==> src/rtl/qadd_pipe.sv <==
// qadd_pipe: LANES-wide two's-complement add/sub with per-lane overflow, saturating (SAT=1) or wrapping (SAT=0).
// Latency: 2 cycles from input transfer to out_valid; sustains one beat per cycle while out_ready is high.
// Backpressure: valid/ready; in_ready drops combinationally when both stages hold beats and out_ready is low.
// Optional feature: define QADD_PIPE_OVF_STICKY_EN to add the ovf_sticky output and its register.
module qadd_pipe #(
  parameter int N     = 16,
  parameter int Q     = 12,
  parameter int LANES = 1,
  parameter int SAT   = 1
) (
  input  logic               clk,
  input  logic               rst,
  input  logic               in_valid,
  output logic               in_ready,
  input  logic [LANES*N-1:0] a,
  input  logic [LANES*N-1:0] b,
  input  logic               sub,
  output logic               out_valid,
  input  logic               out_ready,
  output logic [LANES*N-1:0] c,
  output logic [LANES-1:0]   ovf
`ifdef QADD_PIPE_OVF_STICKY_EN
  ,
  output logic               ovf_sticky
`endif
);

  // Q only describes the number format; it is checked here and never touches the datapath.
  if (N < 4 || Q < 0 || Q >= N || LANES < 1) begin : g_bad_params
    $error("qadd_pipe: illegal parameter combination");
  end

  localparam int W = N + 1;

  logic                 s1_vld_q;
  logic [LANES*W-1:0]   s1_sum_q;
  logic [LANES*W-1:0]   s1_sum_d;
  logic                 s2_vld_q;
  logic [LANES*N-1:0]   s2_c_q;
  logic [LANES*N-1:0]   s2_c_d;
  logic [LANES-1:0]     s2_ovf_q;
  logic [LANES-1:0]     s2_ovf_d;
  logic                 s1_adv;
  logic                 s2_adv;

  // S2 moves when it is empty or its beat leaves; S1 moves when it is empty or S2 moves.
  assign s2_adv    = !s2_vld_q || out_ready;
  assign s1_adv    = !s1_vld_q || s2_adv;
  assign in_ready  = s1_adv;
  assign out_valid = s2_vld_q;
  assign c         = s2_c_q;
  assign ovf       = s2_ovf_q;

  // Exact (N+1)-bit sum or difference of the sign-extended operands, per lane.
  always_comb begin
    s1_sum_d = '0;
    for (int i = 0; i < LANES; i++) begin
      if (sub) begin
        s1_sum_d[i*W +: W] = {a[i*N+N-1], a[i*N +: N]} - {b[i*N+N-1], b[i*N +: N]};
      end else begin
        s1_sum_d[i*W +: W] = {a[i*N+N-1], a[i*N +: N]} + {b[i*N+N-1], b[i*N +: N]};
      end
    end
  end

  // Overflow is a disagreement between the two top bits; the extra top bit gives the true sign for clamping.
  always_comb begin
    s2_c_d   = '0;
    s2_ovf_d = '0;
    for (int i = 0; i < LANES; i++) begin
      s2_ovf_d[i] = s1_sum_q[i*W+N] ^ s1_sum_q[i*W+N-1];
      if (s2_ovf_d[i] && (SAT != 0)) begin
        s2_c_d[i*N +: N] = s1_sum_q[i*W+N] ? {1'b1, {(N-1){1'b0}}} : {1'b0, {(N-1){1'b1}}};
      end else begin
        s2_c_d[i*N +: N] = s1_sum_q[i*W +: N];
      end
    end
  end

  // Stage 1: capture the extended sum of an accepted beat; reset discards any beat in flight.
  always_ff @(posedge clk) begin
    if (rst) begin
      s1_vld_q <= 1'b0;
      s1_sum_q <= '0;
    end else if (s1_adv) begin
      s1_vld_q <= in_valid;
      if (in_valid) begin
        s1_sum_q <= s1_sum_d;
      end
    end
  end

  // Stage 2: register the clamped/wrapped result; holds while the output is stalled.
  always_ff @(posedge clk) begin
    if (rst) begin
      s2_vld_q <= 1'b0;
      s2_c_q   <= '0;
      s2_ovf_q <= '0;
    end else if (s2_adv) begin
      s2_vld_q <= s1_vld_q;
      if (s1_vld_q) begin
        s2_c_q   <= s2_c_d;
        s2_ovf_q <= s2_ovf_d;
      end
    end
  end

`ifdef QADD_PIPE_OVF_STICKY_EN
  logic sticky_q;
  logic sticky_d;

  assign sticky_d   = sticky_q | (s2_vld_q & out_ready & (|s2_ovf_q));
  assign ovf_sticky = sticky_q;

  // Sticky flag: remembers any overflowing beat that left the block, cleared only by reset.
  always_ff @(posedge clk) begin
    if (rst) begin
      sticky_q <= 1'b0;
    end else begin
      sticky_q <= sticky_d;
    end
  end
`endif

endmodule
==> config.mk <==
export PLATFORM = sky130hd
export DESIGN_NAME = qadd_pipe
export DESIGN_NICKNAME = d
export VERILOG_FILES = /design/src/rtl/qadd_pipe.sv
export SDC_FILE = /design/constraint.sdc
export NUM_CORES = 1
export LEC_CHECK = 0
export CAP_MARGIN = 40
export CORE_MARGIN = 2
export CORE_UTILIZATION = 55
export CTS_CLUSTER_SIZE = 30
export DETAILED_ROUTE_END_ITERATION = 8
export PLACE_DENSITY = 0.95
export SLEW_MARGIN = 5
export SYNTH_ARGS = -nofsm -noshare
export SYNTH_HDL_FRONTEND = slang
export SYNTH_SLANG_ARGS = --single-unit
==> constraint.sdc <==
create_clock -name clk -period 4.06 [get_ports clk]
set_input_delay 0.406 -clock clk [delete_from_list [all_inputs] [get_ports clk]]
set_output_delay 0.406 -clock clk [all_outputs]
set_load 0.02 [all_outputs]
Word-level counts from Yosys, hierarchy flattened

Index checks and enable logic that the tools add are counted.

Output and inout bits: 19
Input port bits: 37
Bits in registers: 36
Logic and storage cells: 17

Mux-type cells: 3
Reductions and logical operators: 6
Bitwise gates (word level): 1
Add/sub/neg operators: 2

Operators by type and width:

| kind             | number |
|---|---|
| $mux 16          | 2 |
| $add 16x16->17   | 1 |
| $mux 17          | 1 |
| $sub 16x16->17   | 1 |
| $reduce_and 2->1 | 2 |
| $logic_not 1->1  | 2 |
| $logic_or 1x1->1 | 2 |
| $xor 1x1->1      | 1 |

Logic depth before layout (Yosys ltp)

Word-level depth: 4
Mapped depth: 14

Worst setup path after synthesis

No wires, ideal clock.

Path type: input to register
Start: in b[8]
End: reg s1_sum_q[16]
Buffers on the path: 0
Arrival: 2678 ps
Setup slack: 1265 ps
Cell stages on the path: 12
Setup time: 117 ps
Cells stage by stage: nor4_1 > nor2_1 > nor2_1 > o21ai_0 > xnor2_1 > ha_1 > a2111oi_0 > o21ai_0 > a211oi_1 > a21oi_1 > xnor2_1 > o21ai_1

Longest elaborated chain between the ends: 2
Elaborated cells between the ends (all ways): 3

Ends and longest elaborated chain:

| element                                          | RTL line | RTL |
|---|---|---|
| start: declaration                               | 16       | `input logic [LANES*N-1:0] b,` |
| $add 16x16->17 or $sub 16x16->17 (tied branches) | 61, 59   |  |
| $mux 17 (*)                                      | 58       | `if (sub) begin` |
| end signal: assignment                           | 88       | `s1_sum_q <= s1_sum_d;` |
| end: declaration                                 | 36       | `logic [LANES*W-1:0] s1_sum_q;` |

Mark *: on every way between the ends. The rest lies on a longest branch, timed or not.
A chain may end at the register's enable or synchronous reset.

Worst setup path in the final report

Start: in b[0]
End: reg s1_sum_q[16]

The elaborated chain is that of the path after synthesis.

==> impl_metrics.toml <==
[synthesis]
netlist.area_leader.share_pct = 29.3
async_reset_ff_share_pct = 0
syn_area_um2 = 2460
yosys-top-cells-area = "dfxtp_1 29%, ha_1 9.6%, a21oi_1 7.5%, xnor2_1 7.1%, nor2_1 6.4%"
synth_flop_cell = "dfxtp_1"
post-synth-top-area-cell = "dfxtp_1"
synth_edf_count = 0
yosys_warnings = 0
synth_cell_type_count = 45
avgSynthCellArea_um2 = 7.75
ys_seq_area_share_pct = 29.3
synth_commonest_cells = "42 x nor2_1, 37 x a21oi_1, 36 x dfxtp_1"
syn_inst = 318
synthMostInstantiatedCell = "nor2_1"
synth_fp_nets = 375
ys_seq_elements = 36

[cts]
htree_levels = 2
clk_root_buffer_cell = "clkbuf_8"
cts_tree = "built"
cts_setup_buffers = 0
clk_pin_slew_ps = 70
clk_latency_ps = 290
cts_sinks = 36
holdBufCountCts = 0
clockBufferDepth = 2
cts_resized = 0
numCtsBuffers = 5

[placed_design]
dpl-instance-area_um2 = 3050
place_hpwl_mm = 4.22
gp_congestion = 0.812
numPortBuffers = 55
dp_slack_ps = 357

[critical_path]
cpPeakStageDelay_ps = 480
critPathSlowestCell = "clkdlybuf4s50_1"
cp_top_family = "compound AO/OA/AOI/OAI gates"
rr_worst_depth = 5
cp.required_ps = 4240
crit_type = "in2reg"
r2r-start = "s1_sum_q[15]"
crit_arrival_ps = 3650
critical_path_depth = 15
crit_buf_inv = 2
crit_fanout = 4
crit_path_start_kind = "primary input"
path_cells = "clkdlybuf4s50_1 > inv_1 > ha_1 > nor4b_2 > nand2_1 > o21bai_1 > o21ai_0 > xnor2_1 > ha_1 > a2111oi_0 > o21ai_0 > a211oi_1 > a21oi_1 > xnor2_1 > o21ai_1"
startpoint = "b[0]"
worstSetupEndpointType = "flip-flop"

[grt]
gr-usage-met2_pct = 40.4
grt_overflow = 0
gr-usage-met3_pct = 3.70
grt_use_met1_pct = 26.2
grt_first_pass_wirelength_mm = 9.23
gr-usage-all-layers_pct = 22.3
grt_max_degree = 28
first_global_vias = 2227
antenna_found_initial = 0
top_usage_layer = "met2"

[floorplan]
io_pins = 56
design.core.area_um2 = 4320
dieArea_um2 = 5030
die_w_um = 70.9
start_util_pct = 57.0
std_cell_rows = 24
dieHeight_um = 70.9

[layout]
drive_gt1_share_pct = 4.62
syn2layout_area_growth_pct = 28.4
final_area_um2 = 3160
n_antenna_cell = 0
fin_nets = 424

[sta]
slew-limit-headroom_pct = 41.2
timing.fmax_mhz = 289
period_needed_ps = 3470
timing.final.ws_setup_ps = 595
rsz0062_at_grt = "false"
drv_slew = 0
tns_ps = 0
period_share_pct = 85.4
finalHoldViolCount = 0
finalSetupViolCount = 0
finalClockSkew_ps = 4.23
tightestPinTransition_ps = 879

[drt]
via_per_inst = 5.57
routed_wl_mm = 5.34
drc_errors = 0
firstDrtPassIters = 4
wire_per_inst_um = 12.7
drt_iter0_markers = 101
ant_nets = 0
vias = 2341

[run_status]
status = "finished clean"

[hold_path]
worst_hold_path_type = "reg2reg"
hold_path_depth = 2
hp-start = "s1_sum_q[8]"

[power]
irDropWorstVdd_v = 0.000191
leakagePower_nw = 1.18
p_per_area_nw_per_um2 = 363

[run]
drv_cap = 0
state kept, by name, indices dropped and copies added (netlist names):
| signal | flops |
|---|---|
| s1_sum_q | 17 |
| ovf | 1 |
| s1_vld_q | 1 |
| out_valid | 1 |
| c | 16 |
kinds of logic after synthesis:
kind of cell | share of synthesized area [%]
xor+xnor | 8.18
fa+ha+maj | 10.5
buf+inv | 3.50
flops | 29.3
simple gates | 22.6
compound gates | 25.6
mux | 0.406
tightest hold or removal path, stage by stage (launching register included):
cell and delay, ps:
dfxtp_1 310, nand2_1 60, a21oi_1 50
metrics by stage:
stage	hold slack, ps	cells	util, %	power (W)
floorplan	432	318	-	0.000714
global placement	440	411	70.2	0.000828
detailed placement	453	412	70.6	0.000842
CTS	464	420	73.1	0.00115
global route	475	420	73.1	0.00122
finish	462	420	73.1	0.00115
metal layers:
layer  share of wire [%]  wire length [µm]
met5                   0                 0
met3                 4.5               238
met4                 1.4                74
met1                  46              2460
met2                  48              2570
report_power, final:
group          switching (W)  leakage, nW  internal [W]
Clock               0.000130       0.0541      0.000182
Sequential         0.0000227        0.297      0.000392
Combinational       0.000226        0.826      0.000196
placed cells by master, fill, tap and decap left out, types with 2 or more instances in the layout:
master,n
clkdlybuf4s50_1,55
o21a_1,4
inv_1,7
nor3b_1,2
o211ai_1,5
buf_4,2
clkbuf_8,5
a21oi_2,2
nand3b_1,6
nand2_1,31
a31oi_1,2
nor2_1,42
a211oi_1,20
nand2b_1,7
nor3_1,5
o21ai_1,2
nor2b_1,3
or3_1,5
ha_1,19
dfxtp_1,36
xnor2_1,20
and2_1,2
nand3_1,4
xor2_1,3
a21oi_1,37
nor4_1,3
a21boi_0,2
o21ai_0,13
area by class of cell:
| class | count | area (µm²) |
|---|---|---|
| Multi-Input combinational cell | 259 | 1660 |
| Sequential cell | 36 | 721 |
| Clock buffer | 5 | 68.8 |
| Inverter | 7 | 26.3 |
| Tap cell | 52 | 65.1 |
| Timing Repair Buffer | 58 | 581 |
| Fill cell | 343 | 1160 |
| Clock inverter | 3 | 42.5 |
final timing paths:
check,to,slack (ps)
max,s1_sum_q[16],590
min,s1_sum_q[8],460
max reg2reg,c[9],2010
min reg2reg,s1_sum_q[8],460
(Power assumes the default switching activity.)
